[src/rtl/dict_codec_pkg.sv]
// Types shared by the dictionary compressor and decompressor.
// Covers token match types, decompressor FSM states and default widths.
package dict_codec_pkg;

  localparam int DEF_INPUT_WORD = 32;
  localparam int DEF_DICT_ENTRY = 16;
  localparam int DEF_RLE_WIDTH  = 8;

  typedef enum logic [1:0] {
    MT_FULL = 2'b00,
    MT_3B   = 2'b01,
    MT_2B   = 2'b10,
    MT_LIT  = 2'b11
  } match_type_e;

  typedef enum logic [1:0] {
    ST_IDLE   = 2'b00,
    ST_EMIT   = 2'b01,
    ST_REPEAT = 2'b10
  } dec_state_e;

endpackage

[src/rtl/dict_mtf_store.sv]
// Move-to-front dictionary: one read port, full-match promotion and shift-insert.
module dict_mtf_store
  import dict_codec_pkg::*;
#(
  parameter int W    = DEF_INPUT_WORD,
  parameter int N    = DEF_DICT_ENTRY,
  parameter int LW   = $clog2(N)
) (
  input  logic          i_clk,
  input  logic          i_reset,
  input  logic [LW-1:0] rd_loc,
  output logic [W-1:0]  rd_word,
  input  logic          mtf,
  input  logic          insert,
  input  logic [W-1:0]  ins_word
);

  logic [W-1:0]  entries [N];
  logic [LW-1:0] loc_c;

  // Locations past the last entry alias onto the oldest one.
  always_comb begin
    loc_c = rd_loc;
    if (int'(rd_loc) > N - 1) loc_c = LW'(N - 1);
  end

  assign rd_word = entries[loc_c];

  always_ff @(posedge i_clk) begin
    if (!i_reset) begin
      for (int i = 0; i < N; i++) entries[i] <= '0;
    end else if (insert) begin
      entries[0] <= ins_word;
      for (int i = 1; i < N; i++) entries[i] <= entries[i-1];
    end else if (mtf) begin
      entries[0] <= entries[loc_c];
      for (int i = 1; i < N; i++)
        if (i <= int'(loc_c)) entries[i] <= entries[i-1];
    end
  end

endmodule

[src/rtl/dict_decompressor.sv]
// Token-to-word decompressor: rebuilds words from dictionary matches and
// literals, expands run-length repeats, and keeps the MTF dictionary in step.
//
// state     | meaning
// ST_IDLE   | no output pending
// ST_EMIT   | o_valid high, holding one word
// ST_REPEAT | emitting run-length copies of entry 0
module dict_decompressor
  import dict_codec_pkg::*;
#(
  parameter int INPUT_WORD = DEF_INPUT_WORD,
  parameter int DICT_ENTRY = DEF_DICT_ENTRY,
  parameter int RLE_WIDTH  = DEF_RLE_WIDTH,
  parameter int LOC_W      = $clog2(DICT_ENTRY)
) (
  input  logic                  i_clk,
  input  logic                  i_reset,
  input  logic                  i_valid,
  output logic                  o_ready,
  input  logic [1:0]            i_type,
  input  logic [LOC_W-1:0]      i_location,
  input  logic                  i_align,
  input  logic [INPUT_WORD-1:0] i_literal,
  input  logic                  i_rle,
  input  logic [RLE_WIDTH-1:0]  i_rle_count,
  output logic                  o_valid,
  input  logic                  i_ready,
  output logic [INPUT_WORD-1:0] o_word,
  output logic                  o_busy
);

  localparam int W = INPUT_WORD;

  dec_state_e           state;
  logic [RLE_WIDTH-1:0] rep_cnt;
  logic [RLE_WIDTH-1:0] rle_load;
  logic [LOC_W-1:0]     rd_loc;
  logic [W-1:0]         d_word;
  logic [W-1:0]         recon_word;
  logic                 accept;
  logic                 full_match;

  assign o_ready = (state == ST_IDLE) |
                   (((state == ST_EMIT) | ((state == ST_REPEAT) & (rep_cnt == '0))) & i_ready);
  assign o_busy     = (state == ST_REPEAT);
  assign accept     = i_valid & o_ready;
  assign full_match = (match_type_e'(i_type) == MT_FULL);
  assign rd_loc     = i_rle ? '0 : i_location;
  assign rle_load   = (i_rle_count == '0) ? '0 : i_rle_count - RLE_WIDTH'(1);

  always_comb begin
    recon_word = i_literal;
    case (match_type_e'(i_type))
      MT_FULL: recon_word = d_word;
      MT_3B:   recon_word = i_align ? {d_word[W-1:8], i_literal[7:0]}
                                    : {i_literal[W-1:W-8], d_word[W-9:0]};
      MT_2B:   recon_word = i_align ? {d_word[W-1:16], i_literal[15:0]}
                                    : {i_literal[W-1:W-16], d_word[W-17:0]};
      default: recon_word = i_literal;
    endcase
  end

  dict_mtf_store #(.W(W), .N(DICT_ENTRY), .LW(LOC_W)) u_store (
    .i_clk    (i_clk),
    .i_reset  (i_reset),
    .rd_loc   (rd_loc),
    .rd_word  (d_word),
    .mtf      (accept & ~i_rle & full_match),
    .insert   (accept & ~i_rle & ~full_match),
    .ins_word (recon_word)
  );

  always_ff @(posedge i_clk) begin
    if (!i_reset) begin
      state   <= ST_IDLE;
      o_valid <= 1'b0;
      o_word  <= '0;
      rep_cnt <= '0;
    end else if (accept) begin
      o_valid <= 1'b1;
      o_word  <= i_rle ? d_word : recon_word;
      if (i_rle && (rle_load != '0)) begin
        state   <= ST_REPEAT;
        rep_cnt <= rle_load;
      end else begin
        state   <= ST_EMIT;
        rep_cnt <= '0;
      end
    end else begin
      case (state)
        ST_EMIT: begin
          if (i_ready) begin
            state   <= ST_IDLE;
            o_valid <= 1'b0;
          end
        end
        ST_REPEAT: begin
          if (i_ready) begin
            if (rep_cnt != '0) begin
              rep_cnt <= rep_cnt - RLE_WIDTH'(1);
            end else begin
              state   <= ST_IDLE;
              o_valid <= 1'b0;
            end
          end
        end
        default: ;
      endcase
    end
  end

endmodule

[config.mk]
export PLATFORM = sky130hd
export DESIGN_NAME = dict_decompressor
export DESIGN_NICKNAME = d
export VERILOG_FILES = /design/src/rtl/dict_codec_pkg.sv /design/src/rtl/dict_mtf_store.sv /design/src/rtl/dict_decompressor.sv
export SDC_FILE = /design/constraint.sdc
export NUM_CORES = 1
export LEC_CHECK = 0
export CAP_MARGIN = 15
export CORE_MARGIN = 5
export CORE_UTILIZATION = 56
export DETAILED_ROUTE_END_ITERATION = 6
export HOLD_SLACK_MARGIN = 0.15
export PLACE_DENSITY = 0.77
export RECOVER_POWER = 25
export SLEW_MARGIN = 10
export SYNTH_ARGS = -nofsm -noshare
export SYNTH_HDL_FRONTEND = slang
export SYNTH_SLANG_ARGS = --single-unit
[constraint.sdc]
create_clock -name i_clk -period 4.5 [get_ports i_clk]
set_input_delay 0.9 -clock i_clk [delete_from_list [all_inputs] [get_ports i_clk]]
set_output_delay 0.9 -clock i_clk [all_outputs]
set_load 0.01 [all_outputs]
==> impl_results.md <==
- Post-DP Area: ~28000 um^2
- CP cell instances: inv_1 > ha_1 > or4b_4 > o31ai_4 > nor2b_1 > clkbuf_1 > o21ai_0 > nand2_1 > a311oi_1
- Worst hold path depth: 2
- Hpwl dp: 50500 um
- DR DRC count: 1
- Number of synthesized flops with an enable pin: between 500 and 600
- Crit-path slowest cell: clkbuf_1
- CP top delay family: buffers and inverters
- Clk_lat worst skew: about 0.63 ns
- Most frequent cell after synthesis: edfxtp_1
- Die area: around 52000 um^2
- Max Root-Sink Buffers: 3
- Share of the synthesized area in the top cell type: between 50 and 60%
- Worst min path class: flip-flop to flip-flop
- Fin crit period: about 3.8 ns
- Failing checks: DRC, capacitance limit, slew limit
- Min Hold Slack: roughly 0.46 ns
- Post-CTS Setup Bufs: 0
- Cells on worst reg2reg path: 9
- Site row count: a little under 80
- Vias in the first global route: between 15000 and 20000
- Max Cap Violations: 3
- Status: finished, violations left
- CTS tree: built
- DR WL/cell: 26.7 um
- Hold-fix buffers at CTS: 0
- Power Density: 420 nW/um^2
- Worst path depth: 9
- Post-synth top cells: edfxtp_1 (512), and2_1 (487), o21ai_0 (112)
- Clock skew: approximately 0.026 ns
- Syn Inst Count: approximately 2100
- Die Span Y: around 230 um
- Input/output buffers: 86
- Async S/R FF share, synth: 0%
- Share of cells above drive strength 1: 11.0%
- Top post-synthesis cells by area: edfxtp_1 (58%), and2_1 (11%), dfxtp_1 (3.2%), mux4_2 (2.5%), o21ai_0 (2.1%)
- Startpoint Class: flip-flop
- Buffers & Inverters on Critical Path: 2
- Yosys cell types: around 70
- Cell Int Power: between 9 and 10 mW
- Clock root buffer: clkbuf_16
- Clk pwr share: around two fifths
- Ys flop type: edfxtp_1
- Routed WL: around 76000 um
- RSZ-0062 raised after global routing: false
- Slowest cell delay on critical path: roughly 1.3 ns
- CTS H-tree depth: 2
- Post-Syn Nets: between 2000 and 2500
- Final Setup Violations: 0
- Net Sw Frac: about a quarter
- Register share of total power: between 50% and 60%
- Max transition margin: -32.0%
- Post-synthesis sequential area ratio: between 60% and 70%
- Antenna-violating nets left: 0
- Avg Inst Size Synth: approximately 12 um^2
- All-Layer GR Usage: 28.8%
- 1st-iter DRT viols: about 2600
- Post_cts resized: 0
- Crit end category: flip-flop
- Worst Path Required: between 4 and 5 ns
- Final nets: 2242
- Core box area: around 47000 um^2
- Io pins: 87
- Maximum net fanout on the critical path: 41
- CTS Sinks: around 560
- Critical path class: flip-flop to flip-flop
- Fin cells: around 2800
- Fmax: around 0.26 GHz
- Register bit total from synthesis: between 500 and 600
- Pre-Repair DR Iteration Count: 7
- Post-Syn Area: roughly 27000 um^2
- WP data arrival: approximately 4.3 ns
- Cell taking the most area after synthesis: edfxtp_1
- GP Congestion: between 0.8 and 0.9
- Total number of vias: ~19000
- CTS Buf Count: 57
- Die width: between 200 and 250 um
- Slew @ Worst Pin: 1.98 ns
- Hold Violations, Final: 0
- Vias per inst: around 6.5
- Yosys warnings: 0
- First-pass GRT wire length: ~110000 um
- Placed cell count: 2734
- Final worst-path cycle share: 85.1%
- Net Sw Power: ~3.1 mW
- Peak VDD IR: 310 uV
- Post-route cell area: between 20000 and 30000 um^2
- Initial core utilization: between 50% and 60%
- P_leak: 11.0 nW
- Slew Viols, Final: 100
- Clock-pin slew on the worst setup and hold paths: 0.06 ns
- Initial antenna violation count: 1
- Largest net degree at the start of global routing: 125
- P&R area growth vs syn: 12.9%
- Grt total ovfl: 0
- Gate power share: a little under an eighth
[state kept, by name (all words and copies together) (netlist names)]
register         flops
rep_cnt              8
o_valid              1
state                2
u_store.entries    512
o_word              32
[power by group through the flow]
stage                     clock, mW  sequential, mW  combinational [mW]
final                          4.81            6.32                1.44
after global routing           5.06            6.35                1.53
after CTS                      4.85            6.30                1.44
after detailed placement          0            6.40                1.43
after global placement            0            6.39                1.40
after floorplan                   0            6.33               0.859
[layout make-up]
cell class	instances	area, um^2
timing repair buffer	155	1470
inverter	14	52.6
sequential	555	16200
clock inverter	26	229
tap	607	759
antenna	1	2.50
clock buffer	82	1680
multi-input combinational	1404	9520
fill	3427	16800
[layout by cell type (no fill, tap or decap), types with 17 or more instances in the layout]
cell type        count
o211ai_1            56
o21ai_0             98
a21oi_1             60
o221ai_1            21
dlygate4sd3_1       34
o22ai_1             85
and2_0              71
nor3_1              26
clkdlybuf4s50_1     47
edfxtp_1           512
mux2_2              17
mux2i_1             50
nor2b_1             18
nand3_1             33
nor2_1              87
dfxtp_1             43
mux4_2              29
nand2b_1            38
buf_4               59
nand2_1             72
clkbuf_16           59
and2_1             416
[worst register-to-register path, cell delays in order (launching register included)]
cell      delay (ns)
dfxtp_1         0.33
inv_1           0.08
ha_1            0.14
or4b_4          0.49
o31ai_4         0.22
nor2b_1         0.33
clkbuf_1        1.34
o21ai_0         0.51
nand2_1         0.19
a311oi_1        0.06
[through the flow]
| step | TNS (ns) | util, % | setup slack, ns | power, mW |
|---|---|---|---|---|
| after detailed placement | 0 | 60.0 | 0.515 | 7.83 |
| final | 0 | 64.1 | 0.669 | 12.6 |
| after global routing | 0 | 64.1 | 0.424 | 12.9 |
| after global placement | 0 | 60.0 | 0.518 | 7.79 |
| after CTS | 0 | 64.1 | 0.856 | 12.6 |
| after floorplan | -157.38 | - | -0.415 | 7.19 |
[path summary, 6_finish.rpt]
check             start         end  slack, ns
min          o_word[11]  o_word[11]       0.46
max          rep_cnt[0]  rep_cnt[5]       0.67
min reg2reg  o_word[11]  o_word[11]       0.46
max reg2reg  rep_cnt[0]  rep_cnt[5]       0.67
[per-layer routing]
layer  vias up  part of all wire (%)  track usage [%]
met1      9353                    39             40.7
met4         0                   3.6             10.2
met3       157                    10             6.15
met2      1068                    47             44.9
met5         -                     0                0
li1       8047                     -                -
[logic make-up after synthesis]
family | synth area share (%)
simple gates | 18.1
flops | 61.2
compound gates | 11.9
buf+inv | 3.39
mux | 5.07
xor+xnor | 0.165
fa+ha+maj | 0.141
(Power assumes the default switching activity.)
